File: src/rtl/game_ctrl.sv
// Game state controller: collision detection, IDLE/PLAY/DYING/OVER FSM, BCD score and high score.
// Optional build macro GAME_CTRL_GODMODE_EN disables pipe collisions (ground/ceiling only).
module game_ctrl (
  input  logic        clk,
  input  logic        rst_n,
  input  logic        frame_en,
  input  logic        btn_flap,
  input  logic [11:0] bird_y,
  input  logic [11:0] pipe1_x,
  input  logic [11:0] pipe1_gap_y,
  input  logic [11:0] pipe2_x,
  input  logic [11:0] pipe2_gap_y,
  input  logic        score_pulse,
  output logic        game_active,
  output logic        game_over,
  output logic [1:0]  state,
  output logic        flap_pulse,
  output logic        collision,
  output logic [11:0] score_bcd,
  output logic [11:0] hi_score_bcd
);

  localparam int unsigned SCREEN_H     = 768;
  localparam int unsigned BIRD_X       = 300;
  localparam int unsigned BIRD_SIZE    = 32;
  localparam int unsigned PIPE_W       = 80;
  localparam int unsigned HALF_GAP     = 110;
  localparam int unsigned DEATH_FRAMES = 60;
  localparam int unsigned CNT_W        = 6;
  localparam int unsigned AW           = 13;

`ifdef GAME_CTRL_GODMODE_EN
  localparam logic PIPE_HIT_EN = 1'b0;
`else
  localparam logic PIPE_HIT_EN = 1'b1;
`endif

  typedef enum logic [1:0] {
    S_IDLE  = 2'd0,
    S_PLAY  = 2'd1,
    S_DYING = 2'd2,
    S_OVER  = 2'd3
  } state_t;

  state_t             state_q, state_nxt;
  logic               sync1, sync2, sync3;
  logic               flap_edge_c;
  logic [CNT_W-1:0]   death_cnt, cnt_nxt;
  logic [11:0]        score_nxt, hi_nxt;
  logic               flap_nxt, coll_nxt;
  logic               ground_c, ceil_c, pipe_c, hit_c;
  logic [AW-1:0]      bird_top, bird_bot;

  // Pipe hit: horizontal overlap and bird outside the gap (edge contact allowed)
  function automatic logic pipe_hit(input logic [11:0] px, input logic [11:0] gy,
                                    input logic [AW-1:0] top, input logic [AW-1:0] bot);
    logic [AW-1:0] x, g, gap_top, gap_bot;
    logic          h_ovl;
    x       = {1'b0, px};
    g       = {1'b0, gy};
    gap_top = (g < AW'(HALF_GAP)) ? '0 : g - AW'(HALF_GAP);
    gap_bot = g + AW'(HALF_GAP);
    h_ovl   = (x < AW'(BIRD_X + BIRD_SIZE)) && ((x + AW'(PIPE_W)) > AW'(BIRD_X));
    return h_ovl && ((top < gap_top) || (bot > gap_bot));
  endfunction

  // Saturating 3-digit BCD increment
  function automatic logic [11:0] bcd_inc(input logic [11:0] v);
    logic [3:0] h, t, o;
    {h, t, o} = v;
    if (v == 12'h999) return v;
    if (o == 4'd9) begin
      o = 4'd0;
      if (t == 4'd9) begin
        t = 4'd0;
        h = h + 4'd1;
      end else begin
        t = t + 4'd1;
      end
    end else begin
      o = o + 4'd1;
    end
    return {h, t, o};
  endfunction

  assign flap_edge_c = sync2 & ~sync3;
  assign bird_top    = {1'b0, bird_y};
  assign bird_bot    = bird_top + AW'(BIRD_SIZE);
  assign ground_c    = bird_bot >= AW'(SCREEN_H);
  assign ceil_c      = bird_y[11];
  assign pipe_c      = pipe_hit(pipe1_x, pipe1_gap_y, bird_top, bird_bot) |
                       pipe_hit(pipe2_x, pipe2_gap_y, bird_top, bird_bot);
  assign hit_c       = ground_c | ceil_c | (PIPE_HIT_EN & pipe_c);
  assign state       = state_q;

  // State register plus registered outputs
  always_ff @(posedge clk or negedge rst_n) begin
    if (!rst_n) begin
      state_q      <= S_IDLE;
      sync1        <= 1'b0;
      sync2        <= 1'b0;
      sync3        <= 1'b0;
      death_cnt    <= '0;
      score_bcd    <= '0;
      hi_score_bcd <= '0;
      flap_pulse   <= 1'b0;
      collision    <= 1'b0;
      game_active  <= 1'b0;
      game_over    <= 1'b0;
    end else begin
      state_q      <= state_nxt;
      sync1        <= btn_flap;
      sync2        <= sync1;
      sync3        <= sync2;
      death_cnt    <= cnt_nxt;
      score_bcd    <= score_nxt;
      hi_score_bcd <= hi_nxt;
      flap_pulse   <= flap_nxt;
      collision    <= coll_nxt;
      game_active  <= (state_nxt == S_PLAY);
      game_over    <= (state_nxt == S_OVER);
    end
  end

  // Next-state and output logic
  always_comb begin
    state_nxt = state_q;
    score_nxt = score_bcd;
    hi_nxt    = hi_score_bcd;
    cnt_nxt   = death_cnt;
    flap_nxt  = 1'b0;
    coll_nxt  = 1'b0;
    case (state_q)
      S_IDLE: begin
        if (flap_edge_c) begin
          state_nxt = S_PLAY;
          score_nxt = '0;
          flap_nxt  = 1'b1;
        end
      end
      S_PLAY: begin
        if (flap_edge_c) flap_nxt = 1'b1;
        if (score_pulse) score_nxt = bcd_inc(score_bcd);
        if (frame_en && hit_c) begin
          coll_nxt  = 1'b1;
          state_nxt = S_DYING;
          cnt_nxt   = '0;
        end
      end
      S_DYING: begin
        if (frame_en) begin
          if (death_cnt == CNT_W'(DEATH_FRAMES - 1)) begin
            state_nxt = S_OVER;
            // Packed BCD digits compare correctly as a plain binary value
            if (score_bcd > hi_score_bcd) hi_nxt = score_bcd;
          end else begin
            cnt_nxt = death_cnt + CNT_W'(1);
          end
        end
      end
      S_OVER: begin
        if (flap_edge_c) state_nxt = S_IDLE;
      end
      default: state_nxt = S_IDLE;
    endcase
  end

endmodule

File: config.mk
export PLATFORM = sky130hd
export DESIGN_NAME = game_ctrl
export DESIGN_NICKNAME = d
export VERILOG_FILES = /design/src/rtl/game_ctrl.sv
export SDC_FILE = /design/constraint.sdc
export NUM_CORES = 1
export LEC_CHECK = 0
export CELL_PAD_IN_SITES_DETAIL_PLACEMENT = 0
export CELL_PAD_IN_SITES_GLOBAL_PLACEMENT = 1
export CORE_UTILIZATION = 42
export CTS_CLUSTER_SIZE = 24
export DETAILED_ROUTE_END_ITERATION = 8
export PLACE_DENSITY = 0.9
export SYNTH_ARGS = -nofsm -noshare
export SYNTH_HDL_FRONTEND = slang
export SYNTH_SLANG_ARGS = --single-unit
File: constraint.sdc
create_clock -name clk -period 4.5 [get_ports clk]
set_input_delay 0.9 -clock clk [delete_from_list [all_inputs] [get_ports clk]]
set_output_delay 0.9 -clock clk [all_outputs]
set_load 0.05 [all_outputs]
==> impl_metrics.ini, run 1 <==
[timing]
fin_skew_ps = 12.0
drv_slew = 0
setup_violations = 0
tns_ps = 0
worstMarginPinSlew_ps = 871
slew_headroom_pct = 42.0
hold_viol_final = 0
fmax_mhz = 244
setup_ws_ps = 403
period_minus_slack_ps = 4100
min_period_over_period_pct = 91.0
rsz0062_at_grt = no

[drt]
dr.pass1.iters = 4
ant_nets = 0
drt-initial-drc-count = 161
drt-wirelength-per-cell_microns = 14.8
via_count = 4006
via_per_inst = 5.40
route.detailed.drc = 0
wl_microns = 11000

[setup_path]
end_kind = flop
cp_top_family = compound AO/OA/AOI/OAI gates
crit_buf_inv = 3
cpPeakStageDelay_ps = 510
critPathLaunchType = primary input
critPathKind = primary input to flop
arrival_ps = 4290
cpMostUsedCell = ha_1
path_cells = clkdlybuf4s50_1 > inv_1 > ha_1 > nand2b_1 > a211oi_1 > buf_4 > nor2_1 > xnor2_1 > ha_1 > and4_1 > a221oi_1 > a32oi_1 > o31ai_2 > a41oi_4 > a21o_1
cp.required_ps = 4700
worst-path-max-fanout = 10
cp_slowest_cell = clkdlybuf4s50_1

[yosys]
synth_compound_area_share_pct = 16.9
synth_top_cell_by_area = dfrtp_1
yosys.cell_count.top_type = ha_1
yosys.area_share.simple_pct = 21.4
synth_flop_cell = dfrtp_1
yosys_warnings = 0
syn_nets = 654
postSynth.asyncResetShare_pct = 100
synth_top_cells_by_count = 78 x ha_1, 59 x nand2_1, 44 x nor2_1
synthXorXnorAreaFrac_pct = 8.25
synth_edf_count = 0
synth_fa_ha_area_share_pct = 22.4
synthDominantCellAreaShare_pct = 22.4
ys_seq_area_share_pct = 22.4
syn_area_per_cell_sq_um = 8.51
synthTopCellsByArea = dfrtp_1 22%, ha_1 22%, nand2_1 5.1%
synth-seq-cells = 39
synth.distinct_cells = 58
synth_top_family_by_area = adder cells
synth_cells = 511
netlist_area_sq_um = 4350
synth_mux_area_share_pct = 4.26

[clock_tree]
post_cts_resize_count = 0
cts_tree = built
root_buffer = clkbuf_8
clock-sinks = 39
worstSkewPairLatency_ps = 310
ctsHtreeMaxLevel = 2
clk_pin_slew_ps = 80
cts_buffers = 5
ctsHoldBuffers = 0
cts_setup_buffers = 0
cts_buffer_depth = 2

[placed_design]
dpl_cell_area_sq_um = 5470
place_inst = 734
place.gp.congestion = 0.851
hpwlAfterDp_microns = 8970
port_buffers = 94
pre_cts_ws_ps = 51.0

[layout]
post-route-util_pct = 56.3
stdcell_count = 742
drive_gt1_share_pct = 7.55
fin_nets = 751
nFillCells = 912
diodes = 0
syn_to_final_growth_pct = 28.3
stdcell_area_sq_um = 5580

[die]
ioPinCount = 95
core-area_sq_um = 9910
die_w_microns = 104
placementRows = 36
die_area_sq_um = 10800
die_h_microns = 104
initial_core_util_pct = 43.9

[grt]
grt_use_total_pct = 21.1
grt_pass1_vias = 4156
antenna_found_initial = 0
grt_max_degree = 40
grt-ovfl-total = 0
grt_first_pass_wirelength_microns = 19000

[flow_run]
maxCapViolCount = 0

[power]
p_leak_nw = 2.51
peakVddDrop_v = 0.000411
p_per_area_nw_per_um2 = 309

[worst_hold_path]
hp-class = flop to flop

[status]
status = completed
## area by class of cell
| cell class | instances | area (sq um) | share of cell area [%] |
|---|---|---|---|
| Inverter | 30 | 113 | 2.02 |
| Sequential cell | 39 | 976 | 17.5 |
| Timing Repair Buffer | 106 | 1030 | 18.4 |
| Clock buffer | 5 | 68.8 | 1.23 |
| Multi-Input combinational cell | 426 | 3190 | 57.1 |
| Clock inverter | 3 | 47.5 | 0.852 |
| Tap cell | 133 | 166 | 2.98 |
## registers in the layout, summed over array words and instances, names as in the netlist
name,cells
sync2,1
collision,1
game_active,1
game_over,1
score_bcd,12
sync3,1
death_cnt,6
sync1,1
flap_pulse,1
state,2
hi_score_bcd,12
## metal layers
layer,global-route usage [%],wire length [microns],vias up
met1,25.4,4880,1897
li1,-,-,2037
met2,40.6,5670,64
met4,3.27,63,0
met5,0,0,-
met3,2.27,344,8
## cells in the final DEF (no fill, tap or decap), types with 5 or more instances in the layout
| cell type | instances |
|---|---|
| nand2_1 | 59 |
| xnor2_1 | 22 |
| clkbuf_8 | 5 |
| dfrtp_1 | 39 |
| mux2_2 | 12 |
| buf_4 | 12 |
| o21a_1 | 8 |
| nor2_1 | 44 |
| clkdlybuf4s50_1 | 93 |
| a31oi_1 | 6 |
| nor3_1 | 11 |
| xor2_1 | 19 |
| nand3_1 | 20 |
| inv_1 | 30 |
| o21ai_0 | 13 |
| ha_1 | 78 |
| mux2i_1 | 5 |
| a21o_1 | 7 |
| nand4_1 | 13 |
| nand2b_1 | 9 |
| nor2b_1 | 6 |
| a21oi_1 | 28 |
## stage by stage
| stage | hold WS [ps] | power (mW) |
|---|---|---|
| final | 353 | 1.73 |
| after global routing | 360 | 1.86 |
| after CTS | 357 | 1.74 |
| after detailed placement | 339 | 1.42 |
| after global placement | 337 | 1.40 |
| after floorplan | 331 | 1.11 |
## final timing paths
kind	startpoint	to	slack (ps)	cells past startpoint
max reg2reg	score_bcd[5]	hi_score_bcd[2]	2020	9
min reg2reg	sync1	sync2	350	0
min	sync1	sync2	350	0
max	pipe2_gap_y[1]	state[1]	400	15
max in group asynchronous	rst_n	score_bcd[6]	3240	1
min in group asynchronous	rst_n	game_active	710	1
## worst reg2reg max path, delay by kind of cell, from the launching register on
family	cells	cell delay [ps]
AOI/OAI and AO/OA	5	1000
adders and majority gates	1	330
and+or+nand+nor	1	90
muxes	1	290
buffers and inverters	1	210
DFF	1	450
## report_power, final
group	leakage [nW]	internal, mW	switching, mW
clock	0.0587	0.168	0.136
sequential	0.506	0.419	0.114
combinational	1.94	0.373	0.515
## cell families after synthesis
group,Yosys count
flops,39
mux,17
xor+xnor,41
simple gates,189
compound gates,101
buf+inv,46
fa+ha+maj,78
Power figures use the tool's default switching activity.
==> run 2: changes to the inputs <==
CELL_PAD_IN_SITES_DETAIL_PLACEMENT = 1   (was 0)
MAX_ROUTING_LAYER = met4   (was unset)
==> impl_metrics.ini, run 2 (same netlist as run 1, synthesis figures left out) <==
[clock_tree]
clk_pin_slew_ps = 80
ctsHoldBuffers = 0
clock-sinks = 39
post_cts_resize_count = 0
root_buffer = clkbuf_8
cts_buffer_depth = 2
worstSkewPairLatency_ps = 290
ctsHtreeMaxLevel = 2
cts_tree = built
cts_buffers = 5
cts_setup_buffers = 0

[status]
status = completed

[die]
ioPinCount = 95
die_area_sq_um = 10800
initial_core_util_pct = 43.9
placementRows = 36
die_h_microns = 104
die_w_microns = 104
core-area_sq_um = 9910

[timing]
rsz0062_at_grt = no
fmax_mhz = 236
worstMarginPinSlew_ps = 905
hold_viol_final = 0
fin_skew_ps = 4.40
tns_ps = 0
slew_headroom_pct = 39.7
period_minus_slack_ps = 4230
setup_violations = 0
min_period_over_period_pct = 94.0
drv_slew = 0

[grt]
grt_max_degree = 40
grt_pass1_vias = 4716
grt_use_total_pct = 26.0
antenna_found_initial = 0
grt_first_pass_wirelength_microns = 22500
grt-ovfl-total = 0

[placed_design]
port_buffers = 94
place.gp.congestion = 0.865
dpl_cell_area_sq_um = 5470
hpwlAfterDp_microns = 11100

[layout]
fin_nets = 751
largestRegisters = hi_score_bcd x12, score_bcd x12, death_cnt x6
nFillCells = 1167
post-route-util_pct = 56.0
diodes = 0
syn_to_final_growth_pct = 27.6
final_cell_mix = 93 x clkdlybuf4s50_1, 78 x ha_1, 59 x nand2_1
drive_gt1_share_pct = 7.39
final_common_cell = clkdlybuf4s50_1
stdcell_area_sq_um = 5550

[setup_path]
reg2reg_to = hi_score_bcd[3]
critPathLaunchType = primary input
ff2ff_path_depth = 9
rrSetupSlack_ps = 1970
path_cells = clkdlybuf4s50_1 > inv_1 > ha_1 > nand2b_1 > a211oi_1 > buf_4 > nor2_1 > xnor2_1 > ha_1 > and4_1 > a221oi_1 > a32oi_1 > o31ai_2 > a41oi_4 > a211oi_1
crit_path_end = death_cnt[1]
cp.required_ps = 4700
worst-path-max-fanout = 10
cp_slowest_cell = clkdlybuf4s50_1
critPathKind = primary input to flop
rr_startpoint = score_bcd[5]
end_kind = flop
cpPeakStageDelay_ps = 500
crit_start = pipe2_gap_y[1]
arrival_ps = 4430

[worst_hold_path]
hp-class = flop to flop

[power]
p_per_area_nw_per_um2 = 307
peakVddDrop_v = 0.000432
p_total_mw = 1.71
p_leak_nw = 2.49

[drt]
ant_nets = 0
drt-wirelength-per-cell_microns = 17.9
wl_microns = 13300
via_per_inst = 5.66
dr.pass1.iters = 4
drt-initial-drc-count = 75
route.detailed.drc = 0
via_count = 4197

[flow_run]
maxCapViolCount = 0
## run 2: changes by cell type in the layout (fill, tap and decap cells not counted)
cell | previous run | this run
bufinv_16 | 1 | 0
clkbuf_1 | 0 | 1
clkinv_2 | 0 | 1
clkinv_4 | 1 | 0
clkinvlp_4 | 0 | 1
inv_6 | 1 | 0
## run 2: how the worst min path moves through the flow
stage / from / to / slack [ps] / cells after the start
floorplan: sync1 / sync2 / 330 / 0
detailed placement: sync1 / sync2 / 340 / 0
global route: sync1 / sync2 / 360 / 0
finish: sync1 / sync2 / 350 / 0
global placement: sync1 / sync2 / 340 / 0
CTS: sync1 / sync2 / 360 / 0
## run 2: critical path: cells and delay by family
| family | cells | cell delay [ps] |
|---|---|---|
| and+or+nand+nor | 3 | 310 |
| buffers and inverters | 3 | 820 |
| adders and majority gates | 2 | 490 |
| xor gates and xnor gates | 1 | 210 |
| AOI/OAI and AO/OA | 6 | 1710 |
## run 2: stage by stage
step                      setup slack (ps)  cells  hold WS [ps]
after floorplan                        908    511           331
after global placement                 198    734           337
final                                  268    742           353
after detailed placement             -34.4    734           343
after global routing                  31.9    742           358
after CTS                              276    742           355
## run 2: cell type report
cell class / instances / area, sq um / area share [%]
Clock buffer: 6 / 72.6 / 1.31
Clock inverter: 2 / 12.5 / 0.225
Inverter: 30 / 113 / 2.03
Multi-Input combinational cell: 426 / 3190 / 57.4
Sequential cell: 39 / 976 / 17.6
Tap cell: 133 / 166 / 3.00
Timing Repair Buffer: 106 / 1030 / 18.5
## run 2: layer usage
layer  routed length, microns  track usage (%)  up-vias
met5                        0                -        -
met4                      365             8.16        0
met3                      398             3.21       30
met1                     5500             28.0     2064
met2                     7050             49.3       78
li1                         -                -     2025
## run 2: report_power, final
group | switching [mW] | total (mW) | internal (mW) | leakage, nW
Combinational | 0.555 | 0.936 | 0.380 | 1.94
Clock | 0.127 | 0.235 | 0.108 | 0.0412
Sequential | 0.116 | 0.536 | 0.420 | 0.506
==> run 3: changes to the inputs <==
CORE_UTILIZATION = 39   (was 42)
PLACE_DENSITY = 0.85   (was 0.9)
clock period = 4.7 ns   (was 4.5 ns; I/O delays follow)
==> impl_metrics.ini, run 3 (same netlist as run 1, synthesis figures left out) <==
[setup_path]
cp.required_ps = 4890
cp_slowest_cell = clkdlybuf4s50_1
critPathKind = primary input to flop
cp_top_family = compound AO/OA/AOI/OAI gates
crit_start = pipe2_gap_y[1]
cpPeakStageDelay_ps = 520
critPathLaunchType = primary input
end_kind = flop
crit_buf_inv = 2
path_cells = clkdlybuf4s50_1 > inv_1 > ha_1 > nand2b_1 > a211oi_1 > nor3b_1 > xnor2_1 > ha_1 > and4_1 > a221oi_1 > a32oi_1 > o31ai_2 > a41oi_4 > a211oi_1
worst-path-max-fanout = 10
arrival_ps = 4530
rr_startpoint = score_bcd[5]

[grt]
grt_max_degree = 40
grt-ovfl-total = 0
grt_first_pass_wirelength_microns = 20900
grt_use_total_pct = 23.1
grt_pass1_vias = 4603
antenna_found_initial = 0

[die]
placementRows = 38
ioPinCount = 95
die_h_microns = 108
initial_core_util_pct = 40.1
core-area_sq_um = 10800
die_w_microns = 108
die_area_sq_um = 11600

[timing]
slew_headroom_pct = 41.4
worstMarginPinSlew_ps = 880
rsz0062_at_grt = no
fin_skew_ps = 9.73
fin_worst_hold_slack_ps = 354
hold_viol_final = 0
fmax_mhz = 231
setup_ws_ps = 368
drv_slew = 0
period_minus_slack_ps = 4330
min_period_over_period_pct = 92.2
setup_violations = 0
tns_ps = 0

[clock_tree]
ctsHtreeMaxLevel = 2
cts_buffer_depth = 2
cts_tree = built
root_buffer = clkbuf_8
cts_buffers = 5
post_cts_resize_count = 0
ctsHoldBuffers = 0
clock-sinks = 39
worstSkewPairLatency_ps = 290
cts_setup_buffers = 0
clk_pin_slew_ps = 80

[layout]
multi_input_area_sq_um = 3190
final_cell_mix = 93 x clkdlybuf4s50_1, 78 x ha_1, 59 x nand2_1
drive_gt1_share_pct = 6.17
largestRegisters = hi_score_bcd x12, score_bcd x12, death_cnt x6
register_area_sq_um = 976
fin_nets = 742
syn_to_final_growth_pct = 26.9
nFillCells = 1284
final_common_cell = clkdlybuf4s50_1
diodes = 0

[drt]
route.detailed.drc = 0
via_count = 4162
drt-wirelength-per-cell_microns = 16.9
dr.pass1.iters = 4
ant_nets = 0
via_per_inst = 5.62
wl_microns = 12500
drt-initial-drc-count = 94

[power]
p_per_area_nw_per_um2 = 301
peakVddDrop_v = 0.000364
p_leak_nw = 2.46

[worst_hold_path]
hold_start = sync1
hp-class = flop to flop

[placed_design]
port_buffers = 94
place.gp.congestion = 0.809
pre_cts_ws_ps = 45.7
hpwlAfterDp_microns = 10300

[flow_run]
maxCapViolCount = 0

[status]
status = completed
[run 3: changes by cell type in the layout (fill, tap and decap cells not counted)]
cell	before	now
buf_4	12	3
bufinv_16	0	1
clkbuf_1	1	0
clkinv_4	0	1
clkinvlp_4	1	0
[run 3: power by group]
group / total, mW / switching [mW] / internal (mW)
Sequential: 0.511 / 0.109 / 0.402
Combinational: 0.873 / 0.518 / 0.356
Clock: 0.280 / 0.122 / 0.158
[run 3: per-stage QoR]
stage / instances / total power [mW] / utilization, % / cell area (sq um)
final: 740 / 1.66 / 50.9 / 5520
after global routing: 740 / 1.79 / 50.9 / 5520
after CTS: 740 / 1.68 / 50.9 / 5520
after detailed placement: 732 / 1.39 / 49.9 / 5410
after global placement: 732 / 1.34 / 49.9 / 5410
after floorplan: 511 / 1.06 / - / 4350
[run 3: routing by layer]
layer  part of all wire [%]  vias up  global-route usage, %
li1                       -     2002                      -
met1                     41     2060                   26.0
met2                     53       74                   42.9
met3                    3.6       26                   2.91
met4                    2.0        0                   6.36
met5                      0        -                      -
[run 3: worst register-to-register path, stage by stage (launching register included)]
cell and delay, ps:
dfrtp_1 450, ha_1 340, a21o_1 160, a21o_1 170, a21oi_1 170, o21ai_0 130
a2111oi_0 450, nor2_1 260, buf_4 240, mux2_2 270
[run 3: area by class of cell]
class,instances,area share [%]
clock buffers,5,1.25
clock inverters,3,0.793
inverters,30,2.04
multi-input cells,426,57.7
flip-flops and latches,39,17.7
well taps,140,3.17
repair buffers,97,17.4
[run 3: worst paths after layout]
kind | to | slack [ps] | cells after the start
setup / recovery | death_cnt[1] | 370 | 14
hold / removal | sync2 | 350 | 0
setup reg to reg | hi_score_bcd[8] | 1950 | 9
hold reg to reg | sync2 | 350 | 0
max in group asynchronous | death_cnt[1] | 3390 | 1
min in group asynchronous | score_bcd[7] | 760 | 1
==> RTL edit (flow settings as in run 3) <==
Add a define of `GAME_CTRL_GODMODE_EN`.
--- a/src/rtl/game_ctrl.sv
+++ b/src/rtl/game_ctrl.sv
@@ -1,5 +1,7 @@
 // Game state controller: collision detection, IDLE/PLAY/DYING/OVER FSM, BCD score and high score.
 // Optional build macro GAME_CTRL_GODMODE_EN disables pipe collisions (ground/ceiling only).
+`define GAME_CTRL_GODMODE_EN
+
 module game_ctrl (
   input  logic        clk,
   input  logic        rst_n,
Function: changed (a bounded check fails within 10 cycles, from zero or initial values and one cycle with rst_n low).
==> RTL edit against run 3 <==
  * Maximum frequency grew 43%
  * Critical path depth fell by 8
  * Critical endpoint is now hi_score_bcd[2]
  * Total power down 30%
  * Register-to-register slack gained 0.10 ns
  * Sequential cell count unchanged
  * Synthesized area fell by 47%
  * Routed wire length decreased by 53%
  * Design area down 48%
  * Count of clock-buffer cells in the layout up 3
  * Worst setup slack better by 1.3 ns
  * Critical path type unchanged
  * Non-clock buffer count down 55
  * Sequential share of layout area rose by 16 points
  * First-iteration DRC count fell by 40%
==> RTL edit: results (changes against run 3) <==
Placement
  – # port buffers: 41 (was 94)
  – DP HPWL: 4.320 mm (was 10.28 mm)
  – GP Congestion: 0.8157 (was 0.8090)

Run status
  – Status: complete, no violations (unchanged)

Cells and area
  – Share of layout cells above drive strength 1: 10.23% (was 6.167%)
  – Non-clock buffering overhead: 14.42% (was 17.36%)
  – Seq area share: 34.08% (was 17.68%)
  – Multi-input gates: 157 (was 426)
  – Non-clock buffer count: 42 (was 97)
  – ClkCell Share: 3.495% (was 2.040%)
  – Logic inverters: 18 (was 30)
  – Clock buf count: 8 (was 5)
  – FILL cells: 651 (was 1284)
  – Multi-input combinational area share: 42.42% (was 57.71%)

Worst setup path
  – Cell family with most CP delay: buffers and inverters (was compound AO/OA/AOI/OAI gates)
  – Crit-path max cell delay: 0.62 ns (was 0.52 ns)
  – Maximum fanout along the worst path: 7 (was 10)

Drt
  – Starting DRT DRC Count: 56 (was 94)
  – Met3 WL: 116 um (was 446 um)
  – Uppermost layer routed: met4 (unchanged)
  – Post-Route WL: 5.888 mm (was 12.51 mm)
  – Routed len/inst: 17.52 um (was 16.91 um)
  – Via count: 1874 (was 4162)
  – Met1 Wirelength: 2.711 mm (was 5.150 mm)
  – DR WL met2: 2.954 mm (was 6.659 mm)

Power
  – Flop pwr share: 41.1% (was 30.7%)
  – Power consumption: 1.171 mW (was 1.663 mW)
  – Gate power share: 37.6% (was 52.5%)
  – Cell-internal power: 0.6724 mW (was 0.9153 mW)
  – Leak Pwr: 1.201 nW (was 2.465 nW)
  – VDD IR max: 262.4 uV (was 364.4 uV)

Logic synthesis
  – Post-synthesis sequential area ratio: 42.37% (was 22.43%)
  – Commonest cells in the netlist: dfrtp_1, ha_1, inv_1 (was ha_1, nand2_1, nor2_1)
  – Number of distinct library cells after synthesis: 53 (was 58)
  – Ranking of synthesized cells by area: dfrtp_1, ha_1, mux2_4, inv_1, nand2_1 (was dfrtp_1, ha_1, nand2_1, xnor2_1, xor2_1)
  – Synthesized Nets: 305 (was 654)
  – Avg Inst Size Synth: 10.47 um^2 (was 8.514 um^2)

GRT
  – M1 GR Usage: 27.17% (was 25.96%)
  – Number of global-route vias before repair: 2002 (was 4603)
  – Overall Global Routing Usage: 21.43% (was 23.14%)
  – First-pass GRT wire length: 10.05 mm (was 20.93 mm)
  – Grt met3 use: 3.563% (was 2.906%)
RTL edit: final timing paths:
path                       slack, ns  cells after the start          from         endpoint
hold / removal                  0.35                      0         sync1            sync2
setup reg to reg                2.05                      7  death_cnt[0]  hi_score_bcd[2]
max in group asynchronous       3.39                      1         rst_n     death_cnt[1]
min in group asynchronous       0.76                      1         rst_n  hi_score_bcd[3]
setup / recovery                1.67                      6      frame_en  hi_score_bcd[2]
hold reg to reg                 0.35                      0         sync1            sync2
RTL edit: kinds of logic after synthesis:
| family | synth area share, % |
|---|---|
| and+or+nand+nor | 18.20 |
| xor gates and xnor gates | 1.141 |
| muxes | 7.279 |
| AOI/OAI and AO/OA | 15.26 |
| DFF | 42.37 |
| buffers and inverters | 4.889 |
| adders and majority gates | 10.86 |
RTL edit: per-stage QoR:
step	setup slack [ns]	instance area (um^2)
after floorplan	2.365	2303
after global placement	1.414	2764
after detailed placement	1.352	2764
after CTS	1.658	2864
after global routing	1.545	2864
final	1.669	2864
